**src/rtl/vga_scan_gen.sv**
```systemverilog
// vga_scan_gen: VGA timing and frame-buffer read addressing with pixel replication and latency-matched sync/enable
module vga_scan_gen #(
  parameter int H_ACTIVE    = 640,
  parameter int H_FP        = 16,
  parameter int H_SYNC      = 96,
  parameter int H_BP        = 48,
  parameter int V_ACTIVE    = 480,
  parameter int V_FP        = 10,
  parameter int V_SYNC      = 2,
  parameter int V_BP        = 33,
  parameter int IMG_W       = 160,
  parameter int IMG_H       = 120,
  parameter int SCALE_SHIFT = 2,
  parameter int RD_LAT      = 2,
  parameter int ADDR_W      = 15
) (
  input  logic              clk,
  input  logic              reset,
  input  logic              BANK_IN,
  output logic              HSYNC,
  output logic              VSYNC,
  output logic              enable,
  output logic              RD_EN,
  output logic [ADDR_W:0]   ADDR,
  output logic              FRAME_START
);
  localparam int H_TOT = H_ACTIVE + H_FP + H_SYNC + H_BP;
  localparam int V_TOT = V_ACTIVE + V_FP + V_SYNC + V_BP;
  localparam int HW = $clog2(H_TOT);
  localparam int VW = $clog2(V_TOT);
  logic [HW-1:0] h;
  logic [VW-1:0] v;
  logic bank_q, h_end, v_end, fs, hs_raw, vs_raw, win;
  logic [ADDR_W-1:0] idx;
  logic [2:0] sr [RD_LAT];
  // raw timing decode; reset masks the read side so nothing is fetched while held
  always_comb begin
    h_end = h == HW'(H_TOT - 1);
    v_end = v == VW'(V_TOT - 1);
    fs = !reset && h == '0 && v == '0;
    hs_raw = !(h >= HW'(H_ACTIVE + H_FP) && h < HW'(H_ACTIVE + H_FP + H_SYNC));
    vs_raw = !(v >= VW'(V_ACTIVE + V_FP) && v < VW'(V_ACTIVE + V_FP + V_SYNC));
    win = !reset && h < HW'(IMG_W << SCALE_SHIFT) && v < VW'(IMG_H << SCALE_SHIFT);
    idx = ADDR_W'(32'(v >> SCALE_SHIFT) * IMG_W + 32'(h >> SCALE_SHIFT));
  end
  // bank is taken straight from BANK_IN on the frame-start cycle so the first pixel already uses it
  assign RD_EN = win;
  assign FRAME_START = fs;
  assign ADDR = win ? {fs ? BANK_IN : bank_q, idx} : '0;
  assign {HSYNC, VSYNC, enable} = sr[RD_LAT-1];
  // pixel/line counters and per-frame bank latch
  always_ff @(posedge clk) begin
    if (reset) begin
      h <= '0;
      v <= '0;
      bank_q <= 1'b0;
    end else begin
      h <= h_end ? '0 : h + 1'b1;
      v <= h_end ? (v_end ? '0 : v + 1'b1) : v;
      if (fs) bank_q <= BANK_IN;
    end
  end
  // delay line matching sync/enable to the frame-buffer read latency; cleared to inactive levels
  always_ff @(posedge clk) begin
    if (reset) begin
      for (int i = 0; i < RD_LAT; i++) sr[i] <= 3'b110;
    end else begin
      sr[0] <= {hs_raw, vs_raw, win};
      for (int i = 1; i < RD_LAT; i++) sr[i] <= sr[i-1];
    end
  end
endmodule
```
**config.mk**
```make
export PLATFORM = sky130hd
export DESIGN_NAME = vga_scan_gen
export DESIGN_NICKNAME = d
export VERILOG_FILES = /design/src/rtl/vga_scan_gen.sv
export SDC_FILE = /design/constraint.sdc
export NUM_CORES = 1
export LEC_CHECK = 0
export BUFFER_PORTS_ARGS = -buffer_cell sky130_fd_sc_hd__buf_2
export CORE_MARGIN = 8
export CORE_UTILIZATION = 57
export CTS_CLUSTER_SIZE = 8
export DETAILED_ROUTE_END_ITERATION = 10
export PLACE_DENSITY = 0.83
export SLEW_MARGIN = 25
export SYNTH_ARGS = -nofsm -noshare
export SYNTH_HDL_FRONTEND = slang
export SYNTH_SLANG_ARGS = --single-unit
```
**constraint.sdc**
```tcl
create_clock -name clk -period 4.2 [get_ports clk]
set_clock_uncertainty 0.05 [all_clocks]
set_input_delay 0.84 -clock clk [delete_from_list [all_inputs] [get_ports clk]]
set_output_delay 0.84 -clock clk [all_outputs]
set_load 0.005 [all_outputs]
```
==> summary.md <==
| Metric | Value |
|---|---|
| Run status | `finished, final reports clean` |
| Yosys cell types | `44` |
| Diode count | `0` |
| Number of synthesized flops with an enable pin | `0` |
| Initial Util | `59.84%` |
| HPWL Detailed | `3030 um` |
| Die area | `0.005272 mm^2` |
| Post-route ant nets | `0` |
| Worst skew pair latency | `0.32 ns` |
| Combinational share of power | `6.1%` |
| Register area share after synthesis | `29.59%` |
| Hold crit path type | `reg2reg` |
| Final #Nets | `266` |
| Power Density | `199.4 mW/mm^2` |
| RSZ-0062 raised after global routing | `false` |
| Fin Setup TNS | `0 ns` |
| Fin. Hold Viols | `0` |
| Period utilization | `93.65%` |
| Core Area | `0.003053 mm^2` |
| DR iter-0 viols | `109` |
| H-tree Lvls | `1` |
| CTS tree | `done` |
| I/O Pins | `24` |
| Peak VDD IR | `0.0001951 V` |
| # DRC | `0` |
| Final setup violation count | `0` |
| Syn Nets | `242` |
| Synth Flop Type | `dfxtp_1` |
| FF-to-FF setup slack | `1.91 ns` |
| Crit path DAT | `3.04 ns` |
| Synthesized instance count | `217` |
| DR vias | `1,582` |
| Worst Setup EP | `ADDR[14]` |
| CTS clk-pin slew, worst paths | `0.14 ns` |
| Startpoint class of the critical path | `register` |
| Port bufs | `23` |
| CTS Root Cell | `clkbuf_4` |
| Synthesized area | `0.001827 mm^2` |
| Internal power | `307.3 uW` |
| First-pass GRT wire length | `6624 um` |
| Routability Congestion | `0.8780` |
| Placed Cells | `280` |
| Cts hold-fix bufs | `0` |
| Fillers | `263` |
| Initial antenna violation count | `0` |
| Max cap viols | `0` |
| Post-synth top area cell | `dfxtp_1` |
| Rel. slew slack | `39.95%` |
| Final Slew Violations | `0` |
| Synth Warn # | `0` |
| Post-cts sizing count | `0` |
| Worst r2r src | `h[0]` |
| Worst setup path start | `v[3]` |
| CP max FO | `10` |
| Setup bufs post-CTS | `0` |
| Largest net degree at the start of global routing | `15` |
| Share of layout cells above drive strength 1 | `17.08%` |
| Switching share of power | `23.13%` |
| Critical Path Sink Type | `output pin` |
| Vias in the first global route | `1,444` |
| Layout area overhead | `9.726%` |
| Leakage power | `0.9011 nW` |
| Finished Layout Cells | `284` |
| Vias per cell | `5.570` |
| CP Class | `reg2out` |
| Die width | `72.61 um` |
| Drt first pass iters | `4` |
| Sequential share of power | `66.0%` |
| Ranking of synthesized cells by area | `dfxtp_1 30%, ha_1 14%, nor2_1 9.0%` |
| Die H | `72.61 um` |
| Tot GR Track Use | `15.14%` |
| Switching pwr | `92.43 uW` |
| Max clock buf depth | `2` |
| Reg2Reg Depth | `6` |
| Yosys top cell area share | `29.59%` |
| Hold WS | `0.3917 ns` |
| CTS Buf Count | `3` |
| WL final | `3857 um` |
| Reg2reg end | `v[6]` |
| Register bit count reported by yosys | `27` |
| Tmin final | `3.933 ns` |
| CTS sink cnt | `27` |
| Clock Power Share | `27.9%` |
| Mean post-synth cell area | `8.418 um^2` |
| FFs w/ async S/R, synth | `0%` |
| Total grt overflow | `0` |
| Wirelength per Cell | `13.58 um` |
| Rows | `20` |
| Worst path required time | `3.31 ns` |
| Fmax | `0.2542 GHz` |
| Slew @ Worst Pin | `0.8925 ns` |
-- cells in the mapped netlist (5+ instances only) --
master   instances
nor2_1          44
dfxtp_1         27
ha_1            20
xnor2_1         13
inv_1           11
nand2_1         10
xor2_1           9
nand3_1          7
nand4_1          6
nor4_1           6
a21oi_1          5
and2_1           5
o21ai_0          5
-- area by class of cell --
type                       instances  area, um^2  area share (%)
inverter                          11       41.29           2.060
sequential                        27       540.5           26.97
timing repair buffer              23       115.1           5.743
clock buffer                       4       26.28           1.311
tap                               44       55.05           2.747
multi-input combinational        175        1226           61.17
-- how the worst min path moves through the flow --
stage,from,endpoint,slack [ns],depth (start not counted)
after floorplan,sr[0][1],sr[0][4],0.34,1
after global placement,sr[0][2],sr[0][5],0.34,1
after detailed placement,sr[0][2],sr[0][5],0.36,1
after CTS,sr[0][2],sr[0][5],0.39,1
after global routing,sr[0][1],sr[0][4],0.42,1
final,sr[0][2],sr[0][5],0.39,1
-- layout by cell type (no fill, tap or decap), drive strengths merged --
cell type  synthesis  routed
nor2              44      44
dfxtp             27      27
buf                2      23
ha                20      20
xnor2             13      13
inv               11      11
nand2             10      10
xor2               9       9
nand3              7       7
nand4              7       7
nor4               7       7
and2               6       6
o21ai              5       5
a21oi              5       5
and3               5       5
a211oi             4       4
nor3               4       4
or2                4       4
clkbuf             2       4
o211ai             3       3
o2111ai            2       2
o21ba              2       2
a21o               2       2
fa                 2       2
or4                2       2
or4b               1       1
and3b              1       1
nor3b              1       1
o21bai             1       1
a31o               1       1
nand3b             1       1
mux2i              1       1
o31ai              1       1
or3                1       1
o21a               1       1
a22oi              1       1
nor2b              1       1
-- per-stage QoR --
| stage | power, mW | area [um^2] | util, % | worst slack, ns |
|---|---|---|---|---|
| 3_5_place_dp | 0.2942 | 1973 | 64.63 | 0.5532 |
| 2_1_floorplan | 0.2854 | 1827 | - | 0.9406 |
| 5_1_grt | 0.4187 | 2004 | 65.66 | 0.06918 |
| 3_3_place_gp | 0.2934 | 1973 | 64.63 | 0.6994 |
| 4_1_cts | 0.4056 | 1999 | 65.49 | 0.1760 |
| 6_report | 0.3997 | 2004 | 65.66 | 0.2666 |
-- registers in the layout (all words and copies together) (netlist names) --
| name | count |
|---|---|
| h | 10 |
| v | 10 |
| sr | 6 |
| bank_q | 1 |
-- logic make-up after synthesis --
group                    Yosys count  share of synthesized area (%)
AND/OR/NAND/NOR                  102                          28.49
flip-flops                        27                          29.59
XOR/XNOR                          22                          10.55
multiplexers                       1                         0.5480
AO/OA/AOI/OAI                     28                          11.37
adder cells (fa/ha/maj)           22                          15.89
buffers and inverters             15                          3.562
-- critical path, stage by stage, from the launching register on --
cell and delay [ns]:
dfxtp_1 0.55, ha_1 0.30, ha_1 0.22, fa_1 0.40, xor2_1 0.31, o211ai_1 0.19, nor3b_2 0.28, nand4_1 0.14
a21oi_1 0.17, buf_2 0.14
-- power groups by stage --
| stage | sequential [mW] | combinational (mW) | clock, mW |
|---|---|---|---|
| 2_1_floorplan | 0.269 | 0.0166 | 0 |
| 3_3_place_gp | 0.269 | 0.0241 | 0 |
| 3_5_place_dp | 0.269 | 0.0249 | 0 |
| 4_1_cts | 0.264 | 0.0249 | 0.117 |
| 5_1_grt | 0.265 | 0.0282 | 0.126 |
| 6_report | 0.264 | 0.0244 | 0.111 |
-- routing by layer --
| metal | wire [um] | track usage [%] | up-vias |
|---|---|---|---|
| met5 | 0 | 0 | - |
| met4 | 29 | 4.444 | 0 |
| met3 | 285 | 3.846 | 4 |
| met2 | 1674 | 22.96 | 53 |
| met1 | 1867 | 20.39 | 717 |
| li1 | - | - | 808 |
Power figures use the tool's default switching activity.
